<file path="src/rtl/decode_pipe.sv">
// Decode/EX/WB pipeline slice: operand select with EX and WB forwarding,
// a stallable EX register, and one-cycle register-write / display strobes.
module decode_pipe #(
  parameter int          DATA_W    = 8,
  parameter int          REG_AW    = 2,
  parameter logic [7:0]  IMM_MASK  = 8'b0101_0100,
  parameter logic [2:0]  DISP_OPC  = 3'b000,
  parameter logic [2:0]  STORE_OPC = 3'b111
) (
  input  logic              clk,
  input  logic              rst_n,
  input  logic              in_valid,
  output logic              in_ready,
  input  logic [2:0]        opcode,
  input  logic [REG_AW-1:0] dst,
  input  logic [REG_AW-1:0] src_b,
  input  logic [DATA_W-1:0] imm,
  input  logic [DATA_W-1:0] src_b_data,
  input  logic              ex_stall,
  input  logic [DATA_W-1:0] alu_out,
  output logic              ex_valid,
  output logic [2:0]        ex_opcode,
  output logic [DATA_W-1:0] alu_operand,
  output logic              wr_en,
  output logic [REG_AW-1:0] wr_addr,
  output logic [DATA_W-1:0] wr_data,
  output logic              disp_en,
  output logic [DATA_W-1:0] disp_data,
  output logic [15:0]       retired
);

  typedef struct packed {
    logic [2:0]        opcode;
    logic [REG_AW-1:0] dst;
    logic [DATA_W-1:0] imm;
  } ex_t;

  ex_t               ex_q;
  logic              accept;
  logic              advance;
  logic              ex_is_disp;
  logic              ex_is_store;
  logic [DATA_W-1:0] ex_result;
  logic [DATA_W-1:0] fwd_b;
  logic [DATA_W-1:0] operand;

  // No skid buffer: a new instruction only enters when EX is empty or leaving.
  assign in_ready    = !ex_valid || !ex_stall;
  assign accept      = in_valid && in_ready;
  assign advance     = ex_valid && !ex_stall;
  assign ex_opcode   = ex_q.opcode;
  assign ex_is_disp  = (ex_q.opcode == DISP_OPC);
  assign ex_is_store = (ex_q.opcode == STORE_OPC);
  assign ex_result   = ex_is_store ? ex_q.imm : alu_out;

  // EX result is younger than WB, so it wins when both target src_b.
  always_comb begin
    fwd_b = src_b_data;
    if (ex_valid && !ex_is_disp && (ex_q.dst == src_b))
      fwd_b = ex_result;
    else if (wr_en && (wr_addr == src_b))
      fwd_b = wr_data;
    operand = IMM_MASK[opcode] ? imm : fwd_b;
  end

  always_ff @(posedge clk or negedge rst_n) begin
    if (!rst_n) begin
      ex_valid    <= 1'b0;
      ex_q        <= '0;
      alu_operand <= '0;
    end else if (accept) begin
      ex_valid    <= 1'b1;
      ex_q        <= '{opcode: opcode, dst: dst, imm: imm};
      alu_operand <= operand;
    end else if (advance) begin
      ex_valid    <= 1'b0;
    end
  end

  always_ff @(posedge clk or negedge rst_n) begin
    if (!rst_n) begin
      wr_en     <= 1'b0;
      wr_addr   <= '0;
      wr_data   <= '0;
      disp_en   <= 1'b0;
      disp_data <= '0;
      retired   <= '0;
    end else begin
      wr_en   <= advance && !ex_is_disp;
      disp_en <= advance && ex_is_disp;
      if (advance) begin
        wr_addr <= ex_q.dst;
        wr_data <= ex_result;
        retired <= retired + 16'd1;
        if (ex_is_disp) disp_data <= alu_out;
      end
    end
  end

endmodule

</file>
<file path="config.mk">
export PLATFORM = sky130hd
export DESIGN_NAME = decode_pipe
export DESIGN_NICKNAME = d
export VERILOG_FILES = /design/src/rtl/decode_pipe.sv
export SDC_FILE = /design/constraint.sdc
export NUM_CORES = 1
export LEC_CHECK = 0
export CORE_MARGIN = 1.5
export CORE_UTILIZATION = 35
export CTS_CLUSTER_DIAMETER = 150
export CTS_CLUSTER_SIZE = 25
export DETAILED_ROUTE_END_ITERATION = 16
export SYNTH_ARGS = -nofsm -noshare
export SYNTH_HDL_FRONTEND = slang
export SYNTH_SLANG_ARGS = --single-unit
export TNS_END_PERCENT = 20
</file>
<file path="constraint.sdc">
create_clock -name clk -period 1.8 [get_ports clk]
set_clock_uncertainty 0.15 [all_clocks]
set_input_delay 0.36 -clock clk [delete_from_list [all_inputs] [get_ports clk]]
set_output_delay 0.36 -clock clk [all_outputs]
set_load 0.1 [all_outputs]
</file>
* Word level (Yosys, flattened, before mapping)
Memories as Yosys holds them, arrays and structs flattened.
Index checks and enable logic that the tools add are counted.
** Storage, ports and cells
- Bits in registers :: 58
- ROM bits :: 8
- Input bits :: 35
- Output and inout bits :: 49
- Memories kept :: 1
** Operators by class
- $add $sub $neg :: 1
- $lt $le $gt $ge :: 1
- Eq/ne operators :: 3
- Mux-type cells :: 7
- Reductions and logical operators :: 14
** Memories
- (no name shown) :: words 8, width 1, read ports 1, clocked after Yosys merged registers in 0, wr ports 0, line 63 : operand = IMM_MASK[opcode] ? imm : fwd_b;
** Operators with widths (number)
- 8-bit 2-to-1 mux :: 4
- 16-bit by 1-bit adder with 16-bit output, second input constant :: 1
- 1-bit logical AND :: 7
- 2-bit == test :: 2
- 3-bit by 4-bit less-than comparator with 1-bit output, second input constant :: 1
- 3-bit == test, second input constant :: 1
- 1-bit zero test :: 3
- 3-bit zero test :: 1
- 1-bit 2-to-1 mux :: 3
- 2-bit AND reduction :: 1
- 2-bit nonzero test :: 1
- 1-bit logical OR :: 1

* Depth between registers and ports, before layout
Gate-level depths: netlist of the first run.
- Depth in word-level cells :: 6
- Gate-level depth with buffers :: 5
- Mapped depth without buffers :: 5

* Least setup slack after synthesis of the first run
Ideal clock, no wire load.
- Kind :: flip-flop to output port
- From :: reg ex_valid
- To :: out in_ready
- Data arrival time :: 1883 ps
- Required time :: 1290 ps
- Setup slack :: -593 ps
- Stages on the path, launching flop included :: 2
- Cells stage by stage :: dfrtp_1 -> nand2_1
** On the way
- Word-level cells in the longest chain between the ends :: 2
** Ends and longest elaborated chain
- from (decl) :: line 21 : output logic ex_valid,
- from (signal assigned) :: line 68 : ex_valid <= 1'b0;
- from (signal assigned) :: line 72 : ex_valid <= 1'b1;
- from (signal assigned) :: line 76 : ex_valid <= 1'b0;
- 1-bit zero test :: line 48 : assign in_ready = !ex_valid || !ex_stall;
- 1-bit logical OR :: line 48
- to (decl) :: line 13 : output logic in_ready,
No other way between the ends.

* Worst setup path in the final report of the first run
- From :: in in_valid
- To :: reg alu_operand[3]
** On the way
- Word-level cells in the longest chain between the ends :: 1
** Ends and longest elaborated chain
- from (decl) :: line 12 : input logic in_valid,
- 1-bit logical AND :: line 49 : assign accept = in_valid && in_ready;
- to (signal assigned) :: line 74 : alu_operand <= operand;
- to (decl) :: line 23 : output logic [DATA_W-1:0] alu_operand,
No other way between the ends.
A chain may end at the register's enable or synchronous reset.

==> out/results.ini, run 1 <==
[outcome]
outcome = complete, no violations

[finish]
drive_gt1_frac = 0.4399
stdcell_count = 415
syn_to_final_growth_pct = 69.99
fillers = 632
insertedDiodeCount = 0
nets = 347
final_util = 0.6126

[setup_path]
r2r-start = ex_valid
end_kind = flip-flop
crit_fanout = 8
ff2ff_path_depth = 4
critPathKind = in2reg
timing.rr.end = alu_operand[3]
start_kind = input port
cp_data_required_time_ns = 1.86
cp_slowest_stage_delay_ns = 0.48
worstPathArrival_ns = 1.78
cpMaxStageDelayCell = or3b_4
r2r_slack_ns = 0.11
crit_chain = clkdlybuf4s50_1 > a21boi_2 > or3b_4 > o22ai_1 > a221oi_2

[grt]
grt_pass1_vias = 2085
grt.total_usage = 0.1821
grt-busiest-layer = met2
grt_overflow_total = 0
antenna_found_initial = 0
grt_util_met3 = 0.04617
grt_pass1_wl_um = 10560
grt_max_degree = 59
grtUsageMet1 = 0.2471
met2_usage = 0.2755

[pwr]
p_total_mw = 6.693
irDropWorstVdd_v = 0.0008130
powerDensity_nw_per_um2 = 1506
leakagePower_nw = 1.981

[yosys]
syn-num-nets = 244
synthAdderAreaFrac = 0.004787
synth-xor-area-share = 0.06367
synth_cell_types = 33
ys_seq_elements = 58
synth_area_leaders = dfrtp_1 (56%), mux2_2 (9.0%), mux2i_1 (6.1%), xnor2_1 (3.7%), nand2_1 (3.6%)
synth_mux_area_frac = 0.1517
ys_seq_area_frac = 0.5553
synthesis.area_um2 = 2614
yosys.area_share.simple = 0.1307
synth_top_family_by_area = multiplexers
post_synth.cell_area_avg_um2 = 12.57
yosysTopAreaCell = dfrtp_1
async_flop_share = 1.000
ys.flop_type = dfrtp_1
synth_edf_count = 0
yosys_warnings = 0
synth_compound_area_frac = 0.07228
synth_top_area_frac = 0.5553
syn_inst = 208

[route]
ant_nets = 0
drt-total-wl_um = 6494
drt_iter0_markers = 132
num_vias = 2005
drt_pass1_iterations = 4
vias_per_cell = 4.831
drc = 0
wl_per_cell_um = 15.65

[cts]
cts_buffer_depth = 2
htreeDepth = 3
cts_made_buffers = 9
cts_setup_buffers = 0
tritoncts = built
path_clk_slew_ns = 0.06
root_buffer = clkbuf_8
clock_sinks = 58
clk_latency_ns = 0.34

[sta]
rsz0062_at_grt = no
max_freq_mhz = 579.1
slew_headroom = 0.7889
finalCriticalPeriod_ns = 1.727
hold_viol = 0
whs_ns = 0.3343
worst_slew_pin_slew_ns = 0.3167
setup_viol = 0
slew_violations = 0
setup_tns_ns = 0
finalCritPeriodShare = 0.9594

[die]
start_util = 0.3604
die_w_um = 89.42
fp.coreArea_um2 = 7253
dieArea_um2 = 7995
dieHeight_um = 89.42
row_count = 31
pin_count = 84

[hold_path]
holdPathEnd = ex_valid
holdCritPathClass = in2reg
hp-start = ex_stall
worstHoldPathCells = 4

[place]
hpwlAfterDp_um = 4664
post-place-cells = 398
portBuffers = 83
place_congestion = 0.7558

[flow_run]
maxCapViolCount = 0

==> metal layers <==
layer	vias to the layer above	share of wire	wire length, µm
met5	-	0	0
met4	0	0.018	120
met1	960	0.46	3016
li1	953	-	-
met2	82	0.46	2976
met3	10	0.059	380
==> layout by cell type (no fill, tap or decap), types with 8 or more instances in the layout <==
master and count:
xor2_1 8, buf_12 51, clkbuf_8 10, clkdlybuf4s50_1 32, dfrtp_2 10, dfrtp_1 41
xnor2_1 11, o21ai_0 8, mux2i_1 16, buf_4 14, o22ai_1 8, nand2_1 24
mux2_2 21
==> stage by stage <==
step                setup WS (ns)  cell area (µm²)
floorplan                -0.03017             2673
global placement          -0.2975             4213
detailed placement        -0.3218             4213
CTS                       0.02006             4424
global route              0.02572             4443
finish                    0.07309             4443
==> final cells by class <==
type                            count  area (µm²)  area share
Clock buffer                       11       141.4     0.03182
Clock inverter                      5       53.80     0.01211
Inverter                            1       3.754   0.0008448
Multi-Input combinational cell    140        1145      0.2577
Sequential cell                    58        1490      0.3354
Tap cell                           99       123.9     0.02788
Timing Repair Buffer              101        1485      0.3343
==> logic make-up (layout without fill, tap and decap cells) <==
logic type,count (synthesis),count (layout)
AO/OA/AOI/OAI,27,27
XOR/XNOR,19,19
adder cells (fa/ha/maj),1,1
buffers and inverters,10,118
flip-flops,58,58
multiplexers,37,37
AND/OR/NAND/NOR,56,56
==> power breakdown <==
part	leakage [nW]	switching (mW)	total (mW)	internal, mW
Combinational	1.19	2.19	3.49	1.31
Sequential	0.687	0.391	2.01	1.62
Clock	0.103	0.521	1.19	0.672
==> cells in the mapped netlist, types with 2 or more instances <==
cell	instances
dfrtp_1	58
nand2_1	25
mux2_2	21
mux2i_1	16
xnor2_1	11
a221oi_1	8
o21ai_0	8
o22ai_1	8
xor2_1	8
nor2_1	7
nand3_1	5
buf_4	4
buf_2	3
nor3_2	3
clkbuf_1	2
nand2b_1	2
nand4_1	2
nor4_4	2
==> state kept, by name, indices dropped and copies added (netlist names) <==
register	count
retired	16
ex_q	10
alu_operand	8
disp_data	8
wr_data	8
ex_opcode	3
wr_addr	2
disp_en	1
ex_valid	1
wr_en	1
==> critical path: cells and delay by family <==
| family | cells | cell delay, ns |
|---|---|---|
| AO/OA/AOI/OAI | 3 | 0.46 |
| AND/OR/NAND/NOR | 1 | 0.48 |
| buffers and inverters | 1 | 0.47 |
==> worst max-delay path by stage <==
stage | slack (ns) | cells past startpoint | from | endpoint
after floorplan | -0.03 | 5 | ex_valid | alu_operand[0]
after global placement | -0.30 | 5 | in_valid | alu_operand[6]
after detailed placement | -0.32 | 5 | in_valid | alu_operand[5]
after CTS | 0.02 | 3 | ex_valid | in_ready
after global routing | 0.03 | 3 | ex_valid | in_ready
final | 0.07 | 5 | in_valid | alu_operand[3]
==> timing repair <==
| item | in CTS | in global routing |
|---|---|---|
| setup endpoints to repair | 8 | 9 |
| endpoints found under the hold margin | 58 | 0 |
| gates resized for setup | 1 | 5 |
| gates cloned | 0 | 0 |
| hold buffers | 1 | 0 |
| pin swaps | 0 | 0 |
Power figures use the tool's default switching activity.
==> run 2: changes to the inputs <==
--- a/config.mk
+++ b/config.mk
@@ -10,6 +10,7 @@
 export CTS_CLUSTER_DIAMETER = 150
 export CTS_CLUSTER_SIZE = 25
 export DETAILED_ROUTE_END_ITERATION = 16
+export SKIP_CTS_REPAIR_TIMING = 1
 export SYNTH_ARGS = -nofsm -noshare
 export SYNTH_HDL_FRONTEND = slang
 export SYNTH_SLANG_ARGS = --single-unit
==> run 2 against run 1 <==
Power about the same. Cell count unchanged. Sequential cell count unchanged. Routed wire length up 0.29%. Fmax down 0.25%. Clock power about the same. Via count up 0.30%. Critical path type is now reg2out.
==> out/results.ini, run 2 (synthesis results as in run 1) <==
[outcome]
outcome = complete, no violations  ; unchanged

[route]
vias_per_cell = 4.846  ; was 4.831
num_vias = 2011  ; was 2005
drt-total-wl_um = 6513  ; was 6494 µm
drt_iter0_markers = 105  ; was 132
drc = 0  ; unchanged
drt_pass1_iterations = 4  ; unchanged
ant_nets = 0  ; unchanged
wl_per_cell_um = 15.69  ; was 15.65 µm

[hold_path]
hp-start = ex_stall  ; unchanged
holdCritPathClass = in2reg  ; unchanged
holdPathEnd = ex_valid  ; unchanged
worstHoldPathCells = 4  ; unchanged

[grt]
grt_pass1_wl_um = 10540  ; was 10560 µm
grt_max_degree = 59  ; unchanged
grt.total_usage = 0.1817  ; was 0.1821
antenna_found_initial = 0  ; unchanged
grt_util_met3 = 0.04617  ; unchanged
grt-busiest-layer = met2  ; unchanged
grtUsageMet1 = 0.2463  ; was 0.2471
met2_usage = 0.2748  ; was 0.2755
grt_overflow_total = 0  ; unchanged
grt_pass1_vias = 2078  ; was 2085

[sta]
setup_viol = 0  ; unchanged
fin_ws_ns = 0.06881  ; was 0.07309 ns
worst_slew_pin_slew_ns = 0.3158  ; was 0.3167 ns
slew_violations = 0  ; unchanged
hold_viol = 0  ; unchanged
max_freq_mhz = 577.6  ; was 579.1 MHz
finalCriticalPeriod_ns = 1.731  ; was 1.727 ns
finalCritPeriodShare = 0.9618  ; was 0.9594
rsz0062_at_grt = no  ; unchanged
slew_headroom = 0.7895  ; was 0.7889

[place]
place_congestion = 0.7558  ; unchanged
hpwlAfterDp_um = 4664  ; unchanged
place_ws_ns = -0.3218  ; unchanged
portBuffers = 83  ; unchanged
placed_cell_area_um2 = 4213  ; unchanged

[die]
dieArea_um2 = 7995  ; unchanged
pin_count = 84  ; unchanged
dieHeight_um = 89.42  ; unchanged
die_w_um = 89.42  ; unchanged
start_util = 0.3604  ; unchanged
fp.coreArea_um2 = 7253  ; unchanged
row_count = 31  ; unchanged

[setup_path]
ff2ff_path_depth = 4  ; unchanged
r2r_slack_ns = 0.12  ; was 0.11 ns
start_kind = flip-flop  ; was input port
timing.rr.end = alu_operand[3]  ; unchanged
end_kind = output port  ; was flip-flop
cp_slowest_stage_delay_ns = 0.48  ; about the same
critPathKind = reg2out  ; was in2reg
worstPathArrival_ns = 1.22  ; was 1.78 ns
crit_chain = buf_6 > nand2_2 > buf_12  ; was clkdlybuf4s50_1 > a21boi_2 > or3b_4 > o22ai_1 > a221oi_2
cp_data_required_time_ns = 1.29  ; was 1.86 ns
r2r-start = ex_valid  ; unchanged
crit_fanout = 7  ; was 8
cpMaxStageDelayCell = dfrtp_4  ; was or3b_4

[finish]
regMostFlops = retired  ; unchanged
top_regs = retired: 16 flops, ex_q: 10 flops  ; unchanged
final_cell_area_um2 = 4443  ; unchanged
nets = 347  ; unchanged
layout_commonest_cell = buf_12  ; unchanged
syn_to_final_growth_pct = 69.99  ; unchanged
insertedDiodeCount = 0  ; unchanged
drive_gt1_frac = 0.4399  ; unchanged
largest_reg_flops = 16  ; unchanged
mostFrequentLayoutCells = buf_12 (51), dfrtp_1 (41), clkdlybuf4s50_1 (32)  ; unchanged

[pwr]
leakagePower_nw = 1.981  ; unchanged
combPwrFrac = 0.522  ; about the same
clock_power_share = 0.178  ; about the same
pwr-share-seq = 0.300  ; about the same
irDropWorstVdd_v = 0.0007982  ; was 0.0008130 V
powerDensity_nw_per_um2 = 1507  ; was 1506 nW/µm²
switching_share = 0.4631  ; was 0.4630
intPower_mw = 3.594  ; about the same
switching_power_mw = 3.100  ; was 3.099 mW

[cts]
path_clk_slew_ns = 0.06  ; about the same
clk_latency_ns = 0.34  ; about the same
cts_made_buffers = 9  ; unchanged
clock_sinks = 58  ; unchanged
tritoncts = built  ; unchanged
root_buffer = clkbuf_8  ; unchanged
cts_buffer_depth = 2  ; unchanged
htreeDepth = 3  ; unchanged

[flow_run]
maxCapViolCount = 0  ; unchanged

==> run 2: how the worst max path moves through the flow <==
stage | from | endpoint
6_report | ex_valid | in_ready
3_5_place_dp | in_valid | alu_operand[5]
3_3_place_gp | in_valid | alu_operand[6]
5_1_grt | ex_valid | in_ready
4_1_cts | ex_opcode[0] | disp_data[0]
2_1_floorplan | ex_valid | alu_operand[0]
==> run 2: routing by layer <==
layer  vias up  share of wire
li1        951              -
met1       962           0.45
met2        88           0.46
met3        10          0.078
met4         0          0.015
met5         -              0
==> run 2: final cells by class <==
class,instances,area (µm²)
flip-flops and latches,58,1490
multi-input cells,140,1145
fillers,632,2810
repair buffers,101,1485
inverters,1,3.754
well taps,99,123.9
clock buffers,11,141.4
clock inverters,5,53.80
==> run 2: power groups by stage <==
stage	combinational (mW)	clock, mW	sequential, mW
floorplan	0.529	0	3.55
global placement	3.48	0	2.02
detailed placement	3.51	0	2.03
CTS	3.51	1.23	2.01
global route	3.62	1.28	2.06
finish	3.49	1.19	2.01
==> run 2: critical path: cells and delay by family (launching register included) <==
kind	cells	cell delay, ns
AND/OR/NAND/NOR	1	0.08
flip-flops	1	0.48
buffers and inverters	2	0.31
==> run 2: through the flow <==
stage,power (mW),utilization,cells,setup TNS [ns],hold WS (ns)
6_report,6.694,0.6126,415,0,0.3279
3_3_place_gp,5.502,0.5808,398,-8.690,0.2387
3_5_place_dp,5.534,0.5808,398,-9.351,0.2379
2_1_floorplan,4.076,-,208,-0.2389,-0.08559
4_1_cts,6.748,0.6077,414,-0.1162,-0.1248
5_1_grt,6.959,0.6126,415,0,0.3611
==> run 3: changes to the inputs <==
--- a/config.mk
+++ b/config.mk
@@ -10,6 +10,7 @@
 export CTS_CLUSTER_DIAMETER = 150
 export CTS_CLUSTER_SIZE = 25
 export DETAILED_ROUTE_END_ITERATION = 16
+export PLACE_DENSITY = 0.72
 export SKIP_CTS_REPAIR_TIMING = 1
 export SYNTH_ARGS = -nofsm -noshare
 export SYNTH_HDL_FRONTEND = slang
==> run 3 against run 2 <==
Routed wire length grew 3.1%. Die area stayed put. Clock power rose by 23%. Largest power group unchanged.
==> out/results.ini, run 3 (synthesis results as in run 1) <==
[setup_path]
cpMaxStageDelayCell = clkdlybuf4s50_1  ; was dfrtp_4
crit_fanout = 4  ; was 7
worstPathArrival_ns = 1.26  ; was 1.22 ns
cp_data_required_time_ns = 1.29  ; about the same
critPathKind = in2out  ; was reg2out
crit_chain = clkdlybuf4s50_1 > buf_4 > nand2_2 > buf_12  ; was buf_6 > nand2_2 > buf_12
start_kind = input port  ; was flip-flop
end_kind = output port  ; unchanged
cp_slowest_stage_delay_ns = 0.50  ; was 0.48 ns

[finish]
nets = 352  ; was 347
final_util = 0.6248  ; was 0.6126
drive_gt1_frac = 0.4548  ; was 0.4399
top_regs = retired: 16 flops, ex_q: 10 flops  ; unchanged
regMostFlops = retired  ; unchanged
mostFrequentLayoutCells = buf_12 (50), dfrtp_1 (41), clkdlybuf4s50_1 (32)  ; was buf_12 (51), dfrtp_1 (41), clkdlybuf4s50_1 (32)
layout_commonest_cell = buf_12  ; unchanged
stdcell_count = 420  ; was 415
insertedDiodeCount = 0  ; unchanged
final_cell_area_um2 = 4532  ; was 4443 µm²
syn_to_final_growth_pct = 73.38  ; was 69.99%
largest_reg_flops = 16  ; unchanged

[place]
place_ws_ns = -0.3616  ; was -0.3218 ns
post-place-cells = 403  ; was 398
place_congestion = 0.8642  ; was 0.7558
hpwlAfterDp_um = 5104  ; was 4664 µm
portBuffers = 83  ; unchanged
placed_cell_area_um2 = 4238  ; was 4213 µm²

[grt]
grt_pass1_wl_um = 10740  ; was 10540 µm
grt_util_met3 = 0.04432  ; was 0.04617
grt_overflow_total = 0  ; unchanged
grt_pass1_vias = 2115  ; was 2078
grtUsageMet1 = 0.2317  ; was 0.2463
grt.total_usage = 0.1852  ; was 0.1817
grt_max_degree = 59  ; unchanged
antenna_found_initial = 0  ; unchanged
met2_usage = 0.2987  ; was 0.2748
grt-busiest-layer = met2  ; unchanged

[pwr]
leakagePower_nw = 2.023  ; was 1.981 nW
powerDensity_nw_per_um2 = 1543  ; was 1507 nW/µm²
irDropWorstVdd_v = 0.001188  ; was 0.0007982 V

[route]
drt_pass1_iterations = 6  ; was 4
num_vias = 2051  ; was 2011
drt-total-wl_um = 6715  ; was 6513 µm
ant_nets = 0  ; unchanged
wl_per_cell_um = 15.99  ; was 15.69 µm
vias_per_cell = 4.883  ; was 4.846
drt_iter0_markers = 97  ; was 105
drc = 0  ; unchanged

[die]
pin_count = 84  ; unchanged
fp.coreArea_um2 = 7253  ; unchanged
dieHeight_um = 89.42  ; unchanged
die_w_um = 89.42  ; unchanged
row_count = 31  ; unchanged
start_util = 0.3604  ; unchanged
dieArea_um2 = 7995  ; unchanged

[sta]
finalCritPeriodShare = 0.9807  ; was 0.9618
finalCriticalPeriod_ns = 1.765  ; was 1.731 ns
slew_headroom = 0.7822  ; was 0.7895
worst_slew_pin_slew_ns = 0.3267  ; was 0.3158 ns
fin_ws_ns = 0.03481  ; was 0.06881 ns
max_freq_mhz = 566.5  ; was 577.6 MHz
slew_violations = 0  ; unchanged
setup_viol = 0  ; unchanged
hold_viol = 0  ; unchanged
rsz0062_at_grt = yes  ; was no

[cts]
tritoncts = built  ; unchanged
cts_buffer_depth = 2  ; unchanged
cts_made_buffers = 9  ; unchanged
clk_latency_ns = 0.33  ; was 0.34 ns
root_buffer = clkbuf_8  ; unchanged
htreeDepth = 3  ; unchanged
clock_sinks = 58  ; unchanged
path_clk_slew_ns = 0.06  ; about the same

[flow_run]
maxCapViolCount = 0  ; unchanged

[outcome]
outcome = complete, no violations  ; unchanged

[hold_path]
holdCritPathClass = reg2reg  ; was in2reg

==> run 3: cell count changes in the layout (fill, tap and decap cells not counted), sizes merged <==
cell	previous run	this run
buf	67	72
clkinv	4	1
bufinv	1	3
clkinvlp	0	1
==> run 3: stage by stage <==
stage | total power [mW] | hold WS, ns | setup TNS, ns
after floorplan | 4.076 | -0.08559 | -0.2389
after global placement | 5.506 | 0.2395 | -7.796
after detailed placement | 5.545 | 0.2412 | -8.752
after CTS | 7.033 | -0.1195 | -0.03087
after global routing | 7.247 | 0.3676 | -0.1006
final | 6.994 | 0.3557 | 0
==> run 3: critical path, delay by kind of cell <==
kind                   cells  cell delay, ns
buffers and inverters      3            0.82
AND/OR/NAND/NOR            1            0.08
==> run 3: cell type report <==
cell class,instances,area [µm²]
clock buffer,11,141.4
tap,99,123.9
sequential,58,1490
clock inverter,5,102.6
multi-input combinational,140,1160
inverter,1,3.754
fill,566,2721
timing repair buffer,106,1510
==> run 3: path summary, 6_finish.rpt <==
path | from | endpoint | slack, ns | cells past startpoint
max | ex_stall | in_ready | 0.03 | 4
min | ex_q[1] | ex_q[1] | 0.36 | 1
max reg2reg | ex_valid | alu_operand[1] | 0.10 | 4
min reg2reg | ex_q[1] | ex_q[1] | 0.36 | 1
max in group asynchronous | rst_n | retired[6] | 0.78 | 3
min in group asynchronous | rst_n | retired[3] | 0.41 | 3
==> run 3: power by group <==
| part | switching [mW] | internal, mW | total, mW |
|---|---|---|---|
| clock network | 0.508 | 0.955 | 1.46 |
| logic | 2.20 | 1.32 | 3.52 |
| registers | 0.394 | 1.62 | 2.01 |
==> run 3: routing by layer <==
metal | share of wire | vias up | wire length, µm
li1 | - | 962 | -
met1 | 0.43 | 1011 | 2866
met2 | 0.50 | 62 | 3382
met3 | 0.046 | 16 | 312
met4 | 0.023 | 0 | 154
met5 | 0 | - | 0
